$ cat src/rtl/mips_pkg.sv
// rtl/mips_pkg.sv - shared FSM encoding and byte-lane helpers for the data-memory bridge
package mips_pkg;

    typedef enum logic [1:0] {
        IDLE   = 2'd0,
        ACCESS = 2'd1,
        DONE   = 2'd2
    } state_t;

    // Little-endian lane select: lane 0 is bits [7:0].
    function automatic logic [7:0] lane_byte(input logic [31:0] word, input logic [1:0] lane);
        logic [31:0] shifted;
        shifted = word >> {lane, 3'b000};
        return shifted[7:0];
    endfunction

    function automatic logic [31:0] sext8(input logic [7:0] b);
        return {{24{b[7]}}, b};
    endfunction

endpackage

$ cat src/rtl/dm_lane_unit.sv
// rtl/dm_lane_unit.sv - byte-enable generation, sb data replication and lb extract/sign-extend
module dm_lane_unit
    import mips_pkg::*;
(
    input  logic        is_byte,
    input  logic [1:0]  lane,
    input  logic [31:0] wdata,
    input  logic [31:0] rdata,
    output logic [3:0]  be,
    output logic [31:0] mem_wdata,
    output logic [31:0] load_data
);

    always_comb begin
        be        = 4'b1111;
        mem_wdata = wdata;
        load_data = rdata;
        if (is_byte) begin
            be        = 4'b0001 << lane;
            mem_wdata = {4{wdata[7:0]}};
            load_data = sext8(lane_byte(rdata, lane));
        end
    end

endmodule

$ cat src/rtl/dm_bridge.sv
// rtl/dm_bridge.sv - handshaked data-memory bridge: one lw/sw/lb/sb per request with ack timeout
module dm_bridge
    import mips_pkg::*;
#(
    parameter int ADDR_W  = 10,
    parameter int TIMEOUT = 15
) (
    input  logic              clk,
    input  logic              rst,
    input  logic              cpu_req,
    input  logic              cpu_we,
    input  logic              cpu_byte,
    input  logic [ADDR_W-1:0] cpu_addr,
    input  logic [31:0]       cpu_wdata,
    output logic [31:0]       cpu_rdata,
    output logic              cpu_ready,
    output logic              mem_req,
    output logic              mem_we,
    output logic [ADDR_W-3:0] mem_addr,
    output logic [3:0]        mem_be,
    output logic [31:0]       mem_wdata,
    input  logic [31:0]       mem_rdata,
    input  logic              mem_ack,
    output logic              err
);

    localparam int CNT_W = $clog2(TIMEOUT + 1);

    state_t            state_q, state_d;
    logic              we_q, byte_q;
    logic [ADDR_W-1:0] addr_q;
    logic [31:0]       wdata_q;
    logic [CNT_W-1:0]  cnt_q;
    logic [3:0]        lane_be;
    logic [31:0]       lane_wdata, lane_load;
    logic              in_access, timeout_hit;

    dm_lane_unit u_lane (
        .is_byte   (byte_q),
        .lane      (addr_q[1:0]),
        .wdata     (wdata_q),
        .rdata     (mem_rdata),
        .be        (lane_be),
        .mem_wdata (lane_wdata),
        .load_data (lane_load)
    );

    assign in_access   = (state_q == ACCESS);
    // The last permitted wait cycle passes without ack: abort instead of counting on.
    assign timeout_hit = in_access && !mem_ack && (cnt_q == CNT_W'(TIMEOUT - 1));

    always_comb begin
        state_d = state_q;
        case (state_q)
            IDLE:    if (cpu_req) state_d = ACCESS;
            ACCESS:  if (mem_ack || timeout_hit) state_d = DONE;
            DONE:    state_d = IDLE;
            default: state_d = IDLE;
        endcase
    end

    always_ff @(posedge clk or negedge rst) begin
        if (!rst) begin
            state_q   <= IDLE;
            we_q      <= 1'b0;
            byte_q    <= 1'b0;
            addr_q    <= '0;
            wdata_q   <= '0;
            cnt_q     <= '0;
            cpu_rdata <= '0;
            err       <= 1'b0;
        end else begin
            state_q <= state_d;
            if (state_q == IDLE && cpu_req) begin
                we_q    <= cpu_we;
                byte_q  <= cpu_byte;
                addr_q  <= cpu_addr;
                wdata_q <= cpu_wdata;
                cnt_q   <= '0;
            end
            if (in_access) begin
                if (mem_ack) begin
                    if (!we_q) cpu_rdata <= lane_load;
                end else if (timeout_hit) begin
                    err <= 1'b1;
                    if (!we_q) cpu_rdata <= '0;
                end else begin
                    cnt_q <= cnt_q + CNT_W'(1);
                end
            end
        end
    end

    assign cpu_ready = (state_q == DONE);
    assign mem_req   = in_access;
    assign mem_we    = in_access && we_q;
    assign mem_be    = in_access ? lane_be : 4'b0000;
    assign mem_addr  = addr_q[ADDR_W-1:2];
    assign mem_wdata = lane_wdata;

endmodule

$ cat config.mk
export PLATFORM = sky130hd
export DESIGN_NAME = dm_bridge
export DESIGN_NICKNAME = d
export VERILOG_FILES = /design/src/rtl/mips_pkg.sv /design/src/rtl/dm_lane_unit.sv /design/src/rtl/dm_bridge.sv
export SDC_FILE = /design/constraint.sdc
export NUM_CORES = 1
export LEC_CHECK = 0
export BUFFER_PORTS_ARGS = -buffer_cell sky130_fd_sc_hd__buf_2
export CAP_MARGIN = 40
export CORE_MARGIN = 2
export CORE_UTILIZATION = 35
export CTS_BUF_LIST = sky130_fd_sc_hd__clkbuf_8
export CTS_CLUSTER_DIAMETER = 40
export DETAILED_ROUTE_END_ITERATION = 8
export PLACE_DENSITY = 0.62
export REMOVE_ABC_BUFFERS = 1
export SKIP_LAST_GASP = 1
export SLEW_MARGIN = 20
export SYNTH_ARGS = -nofsm -noshare
export SYNTH_HDL_FRONTEND = slang
export SYNTH_SLANG_ARGS = --single-unit
$ cat constraint.sdc
create_clock -name clk -period 2.3 [get_ports clk]
set_input_delay 0 -clock clk [delete_from_list [all_inputs] [get_ports clk]]
set_output_delay 0 -clock clk [all_outputs]
set_load 0.01 [all_outputs]
==> flow_summary.json <==
{
  "status": "completed",
  "post_cts_buffers": 0,
  "fmax_mhz": 537.7,
  "use_met1_pct": 23.50,
  "wirelength_um": 10840,
  "initialDrtViolationCount": 206,
  "synthXorXnorAreaFrac_pct": 0,
  "ir_drop_v": 0.0004793,
  "fin_nets": 692,
  "drv_slew": 0,
  "use_met3_pct": 4.961,
  "post-dp-hpwl_um": 7414,
  "cts_buffer_depth": 2,
  "clock_sinks": 83,
  "layout-drive-gt1-share_pct": 31.86,
  "multi_input_area_mm2": 0.001361,
  "hold_violations": 0,
  "cts_max_level": 3,
  "relSlewSlack_pct": 45.65,
  "n_antenna_cell": 0,
  "worstPathArrival_ns": 1.86,
  "muxShareOfSynthArea_pct": 2.899,
  "p_per_area_mw_per_mm2": 1085,
  "p_int_w": 0.003746,
  "num_rows": 38,
  "gr-total-overflow": 0,
  "yosys.cell_types.count": 37,
  "root_buffer": "clkbuf_8",
  "ios": 160,
  "p_clk_share_pct": 15.8,
  "crit_path_end_kind": "primary output",
  "synth-adder-area-share_pct": 0.6515,
  "drc_errors": 0,
  "netSwitchingFraction_pct": 38.14,
  "yosys.area.top_type_share_pct": 54.07,
  "combPwrFrac_pct": 43.9,
  "start_kind": "flop",
  "io_buffers": 159,
  "ant_nets": 0,
  "n_fill_cell": 990,
  "ys_ff_latch": 83,
  "syn-instance-count": 394,
  "grt_pass1_vias": 3690,
  "maxCapViolCount": 0,
  "synth-simple-area-share_pct": 13.94,
  "syn_avg_cell_area_um2": 9.749,
  "die_h_um": 108.8,
  "grt_use_total_pct": 18.50,
  "die_width_um": 108.8,
  "power_w": 0.006056,
  "period_needed_ns": 1.860,
  "synth_compound_area_share_pct": 17.82,
  "power_switching_w": 0.002310,
  "p_seq_share_pct": 40.3,
  "synthFlopType": "dfrtp_1",
  "grt_use_met2_pct": 30.76,
  "synthTopCellsByCount": "95 x nand2_1, 83 x dfrtp_1, 50 x o21ai_0",
  "antenna_found_initial": 0,
  "viasPerCell": 4.888,
  "grt_max_degree": 53,
  "tightest_slew_ns": 0.8091,
  "worstPathMaxFanout": 13,
  "synthTopCellsByArea": "dfrtp_1 54%, nand2_1 9.3%, a221o_1 6.5%, o21ai_0 6.5%, inv_1 3.4%",
  "synth_top_area_cell": "dfrtp_1",
  "cp-startpoint": "addr_q[1]$_DFFE_PN0P_",
  "clk_pin_slew_ns": 0.08,
  "fp.coreArea_mm2": 0.01079,
  "numCtsBuffers": 9,
  "start_util_pct": 35.59,
  "wl_per_cell_um": 14.42,
  "rsz0062_at_grt": "false",
  "skew_ns": 0.009001,
  "seqCellArea_mm2": 0.002077,
  "grt_first_pass_wirelength_um": 17240,
  "synth_top_family_by_area": "compound AO/OA/AOI/OAI gates",
  "synth_edf_count": 0,
  "busiest_layer": "met2",
  "syn-cell-area_mm2": 0.003841,
  "r2r-start": "cnt_q[0]$_DFF_PN0_",
  "required_ns": 2.30,
  "path_class": "flop to primary output",
  "final_util_pct": 51.70,
  "vias": 3676,
  "clock_latency_ns": 0.34,
  "gp_congestion": 0.7762,
  "dieArea_mm2": 0.01183,
  "async_flop_share_pct": 100.0,
  "syn_to_final_growth_pct": 45.28,
  "ys_warn_count": 0,
  "cts_tree": "built",
  "leakagePower_nw": 2.856,
  "dr.pass1.iters": 5,
  "synth.most_common_cell": "nand2_1",
  "seq_area_frac_synth_pct": 54.07,
  "hp-class": "primary input to async pin",
  "fin_crit_sh_pct": 80.86,
  "setup_viol": 0
}
-- cells by family (layout without fill, tap and decap cells) --
logic type                 after synthesis  after routing
and+or+nand+nor                        123            123
adders and majority gates                2              2
DFF                                     83             83
buffers and inverters                   77            295
muxes                                    9              9
AOI/OAI and AO/OA                      100            100
-- worst max-delay path: stages, from the launching register on --
cell     delay (ns)
dfrtp_1        0.68
nor2b_1        0.32
buf_4          0.20
inv_1          0.04
a21oi_1        0.13
buf_2          0.16
-- cell type report --
class / instances / area share, %
tap: 140 / 3.139
multi-input combinational: 234 / 24.39
timing repair buffer: 247 / 29.87
inverter: 35 / 2.354
clock buffer: 9 / 2.220
sequential: 83 / 37.22
clock inverter: 4 / 0.8072
-- path summary, 6_finish.rpt --
| path | to | slack (ns) | cells past startpoint |
|---|---|---|---|
| hold / removal | cpu_rdata[26]$_DFFE_PN0P_ | 0.23 | 2 |
| min in group clk | wdata_q[4]$_DFFE_PN0P_ | 0.28 | 5 |
| setup / recovery | mem_be[2] | 0.44 | 5 |
| setup reg to reg | cpu_rdata[5]$_DFFE_PN0P_ | 0.48 | 5 |
| hold reg to reg | err$_DFFE_PN0P_ | 0.46 | 1 |
| max in group asynchronous | wdata_q[20]$_DFFE_PN0P_ | 1.42 | 3 |
-- routing by layer --
metal / wire length, um / share of wire [%]
met1: 4735 / 44
met2: 5191 / 48
met3: 720 / 6.6
met4: 196 / 1.8
met5: 0 / 0
-- sequential cells by signal, summed over array words and instances (netlist names) --
| register | cells |
|---|---|
| err | 1 |
| we_q | 1 |
| state_q | 2 |
| wdata_q | 32 |
| byte_q | 1 |
| cnt_q | 4 |
| cpu_rdata | 32 |
| addr_q | 10 |
-- power groups by stage --
stage / sequential (W) / combinational (W) / clock, W
2_1_floorplan: 0.00262 / 0.00121 / 0
3_3_place_gp: 0.00244 / 0.00251 / 0
3_5_place_dp: 0.00246 / 0.00256 / 0
4_1_cts: 0.00244 / 0.00267 / 0.00100
5_1_grt: 0.00251 / 0.00298 / 0.00105
6_report: 0.00244 / 0.00266 / 0.000955
-- stage by stage --
step | instance area, um2 | setup WS [ns] | TNS (ns) | cells | hold slack (ns)
after floorplan | 3565 | -1.942 | -90.42 | 352 | -0.2956
after CTS | 5580 | 0.4100 | 0 | 752 | 0.2513
final | 5580 | 0.4403 | 0 | 752 | 0.2341
after global routing | 5580 | 0.2665 | 0 | 752 | 0.2906
after detailed placement | 4631 | 0.4930 | 0 | 661 | 0.08524
after global placement | 4631 | 0.5580 | 0 | 661 | 0.08124
-- cell usage in the layout, fill, tap and decap left out, types with 2 or more instances in the layout --
cell / Yosys / layout
a221o_1: 25 / 25
o221ai_1: 7 / 7
buf_4: 16 / 10
clkinv_2: 0 / 3
nand2_1: 95 / 95
inv_1: 35 / 35
buf_2: 5 / 158
clkbuf_8: 0 / 9
nand3_1: 9 / 9
mux2_2: 7 / 7
o21ai_0: 50 / 50
or3b_2: 2 / 2
a22oi_1: 7 / 7
dlygate4sd3_1: 0 / 78
nor2b_1: 3 / 3
o211ai_1: 2 / 2
and2_1: 2 / 2
a21oi_1: 4 / 4
ha_1: 2 / 2
or3_1: 2 / 2
dfrtp_1: 83 / 83
-- timing repair --
| item | in CTS | in global routing |
|---|---|---|
| resized for setup | 0 | 0 |
| hold buffers | 78 | 0 |
| endpoints found under the hold margin | 128 | 0 |
Power figures use the tool's default switching activity.
